===== src/rtl/cache_pkg.sv =====
// Shared op codes and flush walker state encodings for the N-way cache array.
package cache_pkg;

  localparam logic [1:0] OP_READ  = 2'd0;
  localparam logic [1:0] OP_WRITE = 2'd1;
  localparam logic [1:0] OP_FILL  = 2'd2;
  localparam logic [1:0] OP_INV   = 2'd3;

  typedef enum logic [1:0] {
    ST_IDLE = 2'd0,
    ST_SCAN = 2'd1,
    ST_WB   = 2'd2,
    ST_DONE = 2'd3
  } flush_state_t;

endpackage


===== src/rtl/cache_lru_age.sv =====
// True-LRU age vector for one set: age 0 is most recent, WAYS-1 is the victim.
// Touch takes effect on the next edge; no backpressure.
module cache_lru_age #(
  parameter  int WAYS  = 2,
  localparam int WAY_W = $clog2(WAYS)
) (
  input  logic                         clk,
  input  logic                         rst,
  input  logic                         touch_en,
  input  logic [WAY_W-1:0]             touch_way,
  output logic [WAYS-1:0][WAY_W-1:0]   ages,
  output logic [WAY_W-1:0]             oldest_way
);

  always_ff @(posedge clk) begin
    if (rst) begin
      for (int w = 0; w < WAYS; w++) ages[w] <= WAY_W'(w);
    end else if (touch_en) begin
      // Only ways younger than the touched one age, so the vector stays a permutation.
      for (int w = 0; w < WAYS; w++) begin
        if (WAY_W'(w) == touch_way)
          ages[w] <= '0;
        else if (ages[w] < ages[touch_way])
          ages[w] <= ages[w] + WAY_W'(1);
      end
    end
  end

  always_comb begin
    oldest_way = '0;
    for (int w = 0; w < WAYS; w++)
      if (ages[w] == WAY_W'(WAYS - 1)) oldest_way = WAY_W'(w);
  end

endmodule


===== src/rtl/cache_array_nway.sv =====
// N-way set-associative tag/data/state array with zero-latency lookup, true-LRU victim
// selection and a flush walker streaming dirty lines out over wb_valid/wb_ready.
module cache_array_nway
  import cache_pkg::*;
#(
  parameter  int WAYS   = 2,
  parameter  int SETS   = 4,
  parameter  int TAG_W  = 28,
  parameter  int DATA_W = 32,
  localparam int IDX_W  = $clog2(SETS),
  localparam int WAY_W  = $clog2(WAYS)
) (
  input  logic              clk,
  input  logic              rst,
  input  logic              op_valid,
  output logic              op_ready,
  input  logic [1:0]        op_code,
  input  logic [IDX_W-1:0]  req_index,
  input  logic [TAG_W-1:0]  req_tag,
  input  logic [DATA_W-1:0] wr_data,
  input  logic              fill_dirty,
  output logic              hit,
  output logic [WAY_W-1:0]  hit_way,
  output logic [DATA_W-1:0] rd_data,
  output logic [WAY_W-1:0]  victim_way,
  output logic              victim_valid,
  output logic              victim_dirty,
  output logic [TAG_W-1:0]  victim_tag,
  output logic [DATA_W-1:0] victim_data,
  input  logic              flush_start,
  output logic              flush_busy,
  output logic              flush_done,
  output logic              wb_valid,
  input  logic              wb_ready,
  output logic [IDX_W-1:0]  wb_index,
  output logic [WAY_W-1:0]  wb_way,
  output logic [TAG_W-1:0]  wb_tag,
  output logic [DATA_W-1:0] wb_data
);

  logic              valid_q [SETS][WAYS];
  logic              dirty_q [SETS][WAYS];
  logic [TAG_W-1:0]  tag_q   [SETS][WAYS];
  logic [DATA_W-1:0] data_q  [SETS][WAYS];

  logic [WAYS-1:0][WAY_W-1:0] ages_all   [SETS];
  logic [WAY_W-1:0]           oldest_all [SETS];

  flush_state_t     state;
  logic [IDX_W-1:0] cur_set;
  logic [WAY_W-1:0] cur_way;
  logic             last_line;

  logic             op_fire;
  logic             do_touch;
  logic [WAY_W-1:0] touch_way;
  logic [SETS-1:0]  touch_en;
  logic             inv_found;
  logic [WAY_W-1:0] inv_way;

  assign op_ready = (state == ST_IDLE);
  assign op_fire  = op_valid && op_ready;

  // Descending scans so the lowest-index match / free way is the one left standing.
  always_comb begin
    hit       = 1'b0;
    hit_way   = '0;
    inv_found = 1'b0;
    inv_way   = '0;
    for (int w = WAYS - 1; w >= 0; w--) begin
      if (valid_q[req_index][w] && (tag_q[req_index][w] == req_tag)) begin
        hit     = 1'b1;
        hit_way = WAY_W'(w);
      end
      if (!valid_q[req_index][w]) begin
        inv_found = 1'b1;
        inv_way   = WAY_W'(w);
      end
    end
    victim_way = inv_found ? inv_way : oldest_all[req_index];
  end

  assign rd_data      = hit ? data_q[req_index][hit_way] : '0;
  assign victim_valid = valid_q[req_index][victim_way];
  assign victim_dirty = dirty_q[req_index][victim_way];
  assign victim_tag   = tag_q[req_index][victim_way];
  assign victim_data  = data_q[req_index][victim_way];

  assign do_touch  = op_fire && ((op_code == OP_FILL) ||
                     (hit && ((op_code == OP_READ) || (op_code == OP_WRITE))));
  assign touch_way = (op_code == OP_FILL) ? victim_way : hit_way;

  for (genvar s = 0; s < SETS; s++) begin : g_lru
    logic [WAYS-1:0] seen;

    assign touch_en[s] = do_touch && (req_index == IDX_W'(s));

    cache_lru_age #(.WAYS(WAYS)) u_lru (
      .clk        (clk),
      .rst        (rst),
      .touch_en   (touch_en[s]),
      .touch_way  (touch_way),
      .ages       (ages_all[s]),
      .oldest_way (oldest_all[s])
    );

    always_comb begin
      seen = '0;
      for (int w = 0; w < WAYS; w++) seen[ages_all[s][w]] = 1'b1;
    end

    a_age_perm: assert property (@(posedge clk) disable iff (rst) (&seen));
  end

  assign last_line = (cur_set == IDX_W'(SETS - 1)) && (cur_way == WAY_W'(WAYS - 1));
  assign wb_index  = cur_set;
  assign wb_way    = cur_way;

  always_ff @(posedge clk) begin
    if (rst) begin
      for (int s = 0; s < SETS; s++) begin
        for (int w = 0; w < WAYS; w++) begin
          valid_q[s][w] <= 1'b0;
          dirty_q[s][w] <= 1'b0;
          tag_q[s][w]   <= '0;
          data_q[s][w]  <= '0;
        end
      end
      state      <= ST_IDLE;
      cur_set    <= '0;
      cur_way    <= '0;
      wb_valid   <= 1'b0;
      wb_tag     <= '0;
      wb_data    <= '0;
      flush_busy <= 1'b0;
      flush_done <= 1'b0;
    end else begin
      if (op_fire) begin
        case (op_code)
          OP_WRITE: if (hit) begin
            data_q[req_index][hit_way]  <= wr_data;
            dirty_q[req_index][hit_way] <= 1'b1;
          end
          OP_FILL: begin
            valid_q[req_index][victim_way] <= 1'b1;
            tag_q[req_index][victim_way]   <= req_tag;
            data_q[req_index][victim_way]  <= wr_data;
            dirty_q[req_index][victim_way] <= fill_dirty;
          end
          OP_INV: if (hit) begin
            valid_q[req_index][hit_way] <= 1'b0;
            dirty_q[req_index][hit_way] <= 1'b0;
          end
          default: ;
        endcase
      end

      flush_done <= 1'b0;
      case (state)
        ST_IDLE: if (flush_start) begin
          state      <= ST_SCAN;
          cur_set    <= '0;
          cur_way    <= '0;
          flush_busy <= 1'b1;
        end
        ST_SCAN: begin
          if (valid_q[cur_set][cur_way] && dirty_q[cur_set][cur_way]) begin
            state    <= ST_WB;
            wb_valid <= 1'b1;
            wb_tag   <= tag_q[cur_set][cur_way];
            wb_data  <= data_q[cur_set][cur_way];
          end else if (last_line) begin
            state      <= ST_DONE;
            flush_done <= 1'b1;
          end else if (cur_way == WAY_W'(WAYS - 1)) begin
            cur_way <= '0;
            cur_set <= cur_set + IDX_W'(1);
          end else begin
            cur_way <= cur_way + WAY_W'(1);
          end
        end
        ST_WB: if (wb_ready) begin
          dirty_q[cur_set][cur_way] <= 1'b0;
          wb_valid <= 1'b0;
          if (last_line) begin
            state      <= ST_DONE;
            flush_done <= 1'b1;
          end else begin
            state <= ST_SCAN;
            if (cur_way == WAY_W'(WAYS - 1)) begin
              cur_way <= '0;
              cur_set <= cur_set + IDX_W'(1);
            end else begin
              cur_way <= cur_way + WAY_W'(1);
            end
          end
        end
        ST_DONE: begin
          state      <= ST_IDLE;
          flush_busy <= 1'b0;
        end
        default: state <= ST_IDLE;
      endcase
    end
  end

endmodule

===== config.mk =====
export PLATFORM = sky130hd
export DESIGN_NAME = cache_array_nway
export DESIGN_NICKNAME = d
export VERILOG_FILES = /design/src/rtl/cache_pkg.sv /design/src/rtl/cache_lru_age.sv /design/src/rtl/cache_array_nway.sv
export SDC_FILE = /design/constraint.sdc
export NUM_CORES = 1
export LEC_CHECK = 0
export BUFFER_PORTS_ARGS = -buffer_cell sky130_fd_sc_hd__buf_2
export CAP_MARGIN = 40
export CORE_MARGIN = 4
export CORE_UTILIZATION = 35
export DETAILED_ROUTE_END_ITERATION = 8
export GPL_ROUTABILITY_DRIVEN = 0
export HOLD_SLACK_MARGIN = 0.12
export SLEW_MARGIN = 20
export SYNTH_ARGS = -nofsm -noshare
export SYNTH_HDL_FRONTEND = slang
export SYNTH_SLANG_ARGS = --single-unit
export TNS_END_PERCENT = 20

===== constraint.sdc =====
create_clock -name clk -period 9.4 [get_ports clk]
set_input_delay 0.47 -clock clk [delete_from_list [all_inputs] [get_ports clk]]
set_output_delay 0.47 -clock clk [all_outputs]
set_load 0.05 [all_outputs]

---- Word-level counts from Yosys, hierarchy flattened ----
Memories as Yosys holds them, arrays and structs flattened. A register that Yosys moved wholly into a read port is not among the register bits.
Index checks and enable logic that the tools add are counted.
storage, ports and cells
  memories ................................ 4
  memory bits (writable) .................. 496
  input bits .............................. 70
  register bits after elaboration ......... 76
cells by class
  multiplexer cells ....................... 221
  bitwise gates (word level) .............. 74
  $lt $le $gt $ge ......................... 16
  equal/unequal tests ..................... 21
  $add $sub $neg .......................... 10
  reduce and logical (&&, ||, !) cells .... 44
memory list
  name     words  bits a word  rd ports  clocked after Yosys merged registers in  write ports  RTL line                text
  data_q   4      64           2         1                                        4            cache_array_nway.sv:44  logic [DATA_W-1:0] data_q [SETS][WAYS];
  tag_q    4      56           2         1                                        4            cache_array_nway.sv:43  logic [TAG_W-1:0] tag_q [SETS][WAYS];
  dirty_q  4      2            2         1                                        4            cache_array_nway.sv:42  logic dirty_q [SETS][WAYS];
  valid_q  4      2            2         1                                        4            cache_array_nway.sv:41  logic valid_q [SETS][WAYS];
operators with widths
  cell                 number
  $mux 32              12
  $mux 64              4
  $mux 28              7
  $mux 56              3
  $mux 1               149
  $or 1x1->1           70
  $mux 2               33
  $demux 32 s1         2
  $reduce_or 64->1     1
  $eq 28x28->1         2
  $reduce_or 56->1     1
  $demux 28 s1         1
  $reduce_and 2->1     10
  $eq 2x2->1 const B   7
  $logic_and 1x1->1    14
  $reduce_bool 2->1    6
  $add 1x1->1 const B  9
  $lt 1x1->1           8
  $ne 2x1->1 const B   4
  $ne 2x2->1 const B   4
  $pmux 2 s4           1
  $eq 2x1->1 const B   3
  $ge 2x2->1 const B   3
  $logic_not 2->1      3
  17 further kinds     29

---- Longest topological paths before layout ----
  word-level depth ........................ 16
  mapped depth ............................ 14
  gate-level depth less buffers ........... 8

---- Modules after synthesis ----
From an unflattened synthesis, not the netlist that was laid out.
second synthesis, totals
  cells, all modules ...................... 2301
  area total of the unflattened synthesis .. 31118.6 µm²
by module, submodules not included
  module            times used  cells each  area an instance (µm²)  sequential area each (µm²)
  cache_array_nway  1           2265        30773.3                 16295.6
  cache_lru_age     4           9           86.3                    40.0

---- Worst setup path after synthesis ----
No wires, ideal clock.
  path kind ............................... input to register
  from .................................... in req_index[0]
  to ...................................... mem data_q[1][32] in the netlist's numbering (enable)
  path slack .............................. 3480 ps
  arrival time ............................ 5455 ps
  stages .................................. 12
  cell sequence ........................... buf_2 > buf_6 > buf_6 > buf_2 > mux4_2 > xnor2_1 > nand4_1 > nor4_1 > and4_1 > buf_2 > nand3_1 > o21ai_0
RTL lines
  element             RTL line                text
  start: declaration  cache_array_nway.sv:18  input logic [IDX_W-1:0] req_index,
  end: declaration    cache_array_nway.sv:44

---- Final worst setup path ----
  from .................................... in req_index[0]
  to ...................................... out rd_data[25]
between the ends
  word-level cells in the longest chain between the ends .. 10
RTL lines
  element                                      RTL line                text
  $mem_v2 4x56                                 n/a
  $eq 28x28->1                                 cache_array_nway.sv:71  if (valid_q[req_index][w] && (tag_q[req_index][w] == req_tag)) begin
  $logic_and 1x1->1                            cache_array_nway.sv:71
  $mux 1 (2 in series)                         cache_array_nway.sv:71
  $not 1->2 (implied by the code)              cache_array_nway.sv:83  assign rd_data = hit ? data_q[req_index][hit_way] : '0;
  $mux 32 (implied by the code) (3 in series)  cache_array_nway.sv:83
  $mux 32 *                                    cache_array_nway.sv:83
  end: declaration                             cache_array_nway.sv:24  output logic [DATA_W-1:0] rd_data,
Every way passes the cells marked *; elsewhere a longest branch is shown, timed or not. The select of a mux whose other input is x is not followed.

==> reports/metrics.csv <==
metric,value,unit
status,"complete, no violations",
post_cts.repair.setup_buffers,0,
num_rows,110,
finalNetCount,2633,
clock_insertion_delay_worst_skew,0.65,ns
grt_max_degree,123,
static-leakage-power,13.0,nW
holdCritPathClass,input pin to flip-flop,
maxClockFrequency,186,MHz
fin_crit,5.38,ns
pre_cts_slack,3.35,ns
worstMarginPinSlew,0.890,ns
postSynthCellCount,2458,
globalRouteTotalUtil,21.1,%
via_density,6.03,
drt_pass1_iterations,7,
power.density,187,mW/mm^2
wl_per_cell,27.6,um
clock_sink_total,574,
place.port_buffers,233,
yosys_warnings,0,
async_set_or_reset_register_ratio_after_synthesis,0,%
grt_pass1_vias,23200,
ctsResizeCount,0,
start_kind,input pin,
cts.clk_slew.worst_paths,0.06,ns
dpl.hpwl,66100,um
routed-via-count,22900,
floorplan.initialDensity,35.5,%
setup_violations,0,
drt_drc_violations_left,0,
end_kind,primary output,
grt_setup_unrepaired,no,
arrival,4.91,ns
synth_enable_flop_cells,496,
drt_wl_total,105000,um
detail_route.iter0.violations,2560,
syn_area_per_cell,13.0,um^2
die_height,311,um
area.growth.synth_to_final,14.8,%
max_h_tree_level,2,
timing.max_slew.rel_slack,40.7,%
cts.hold.buffers_added,0,
placedInstanceArea,0.0346,mm^2
finalHoldWorstSlack,0.163,ns
post_route_cells_drive_above_1_share,29.9,%
drtAntennaViolNets,0,
postSynth.topFlopCell,edfxtp_1,
numCtsBuffers,60,
synth.yosys.seq_area_share,51.3,%
cap_violations,0,
final_max_slew_viol_count,0,
skew_final,0.0295,ns
fp.coreArea,0.0904,mm^2
crit_fanout,81,
max-clock-path-buffers,3,
floorplan.io_pins,234,
synthesis_stage_register_bit_count,574,
ir_drop,151,uV
final_clock_period_utilization_by_the_worst_path,57.3,%
count_of_unique_library_cells_instantiated_by_yosys,64,
layout.cell_area.non_filler,0.0368,mm^2
critical_path_class,input pin to primary output,
antenna_violations_before_repair,15,
crit_required,8.93,ns
die_w,311,um
postLayoutSetupSlackWorst,4.02,ns
grt_pass1_wl,156000,um
setup_total_negative_slack,0,ns
synth.cell_area,0.0321,mm^2
final_hold_viol_count,0,
gr-total-overflow,0,
cts_root_buf,clkbuf_16,
fp.dieArea,0.0965,mm^2
syn-num-nets,2533,
cts_tree,yes,
[metal layers]
layer	GRT usage, %	share of wire, %
met5	0	0.033
met1	26.8	39
met3	4.13	8.2
met4	8.94	4.2
met2	35.2	49
[power breakdown]
| part | internal, mW | leakage [nW] | switching, mW |
|---|---|---|---|
| Sequential | 2.89 | 5.70 | 0.105 |
| Clock | 1.42 | 0.972 | 1.04 |
| Combinational | 0.508 | 6.32 | 0.936 |
[synthesized netlist by cell type (11+ instances only)]
master / instances / share of area, %
a211oi_1: 115 / 2.7
a211oi_2: 38 / 1.5
a21oi_1: 66 / 1.0
and3_1: 176 / 3.4
buf_1: 37 / 0.43
buf_2: 15 / 0.23
clkbuf_1: 201 / 2.4
dfxtp_1: 78 / 4.9
edfxtp_1: 496 / 46
inv_1: 80 / 0.94
mux2_2: 43 / 1.5
mux2i_1: 129 / 4.0
mux4_2: 264 / 19
nand2_1: 186 / 2.2
nand3_1: 15 / 0.23
nand4_1: 16 / 0.31
nor2_1: 134 / 1.6
nor3_1: 147 / 2.3
o2111ai_1: 11 / 0.30
o21ai_0: 36 / 0.56
xnor2_1: 41 / 1.1
[metrics by stage]
step | std cells | power, mW | utilization, %
after floorplan | 2458 | 4.01 | -
after global placement | 3648 | 4.43 | 37.9
after detailed placement | 3666 | 4.48 | 38.3
after CTS | 3779 | 6.93 | 40.5
after global routing | 3792 | 7.13 | 40.7
final | 3797 | 6.90 | 40.7
[cell usage in the layout (no fill, tap or decap), types with 43 or more instances in the layout]
cell type / instances
mux4_2: 264
a21oi_1: 62
nand2_1: 184
nor2_1: 131
buf_2: 231
a211oi_1: 115
nor3_1: 147
mux2i_1: 129
edfxtp_1: 496
mux2_2: 43
clkbuf_16: 60
dfxtp_1: 75
and3_1: 176
buf_4: 45
inv_1: 76
[cells by family after synthesis]
logic type	count (synthesis)	share of synthesized area (%)
buffers and inverters	350	4.37
multiplexers	437	24.1
XOR/XNOR	44	1.20
AND/OR/NAND/NOR	726	11.3
flip-flops	574	51.3
AO/OA/AOI/OAI	322	7.52
adder cells (fa/ha/maj)	5	0.195
[state kept, by name, indices dropped and copies added (netlist names), named ones only]
name and count:
wb_valid 1, data_q 256, wb_tag 28, valid_q 8, wb_data 32, tag_q 224
g_lru.u_lru.ages 8, flush_busy 1, wb_index 2, flush_done 1, dirty_q 8, wb_way 1
state 2
[path summary, 6_finish.rpt]
path                startpoint       endpoint  slack, ns  cells past startpoint
hold / removal        wb_ready       wb_valid       0.16                      4
hold reg to reg       wb_valid       wb_valid       0.48                      2
setup reg to reg  tag_q[2][12]  data_q[2][28]       4.81                     11
setup / recovery  req_index[0]    rd_data[25]       4.02                     12
[worst max-delay path: stages]
cell	delay (ns)
buf_8	0.62
buf_4	0.66
mux2i_1	0.29
o2bb2ai_1	0.22
mux2i_1	0.26
nand4_1	0.18
or3_1	0.54
nor2_4	0.51
buf_16	0.25
buf_4	0.29
mux2i_1	0.23
buf_2	0.29
[layout make-up]
| class | count | area (um^2) |
|---|---|---|
| multi-input combinational | 1534 | 14400 |
| inverter | 86 | 323 |
| antenna | 12 | 30.0 |
| fill | 8204 | 53600 |
| clock buffer | 78 | 1590 |
| clock inverter | 35 | 415 |
| tap | 1176 | 1470 |
| sequential | 574 | 16500 |
| timing repair buffer | 302 | 2080 |
(Power assumes the default switching activity.)
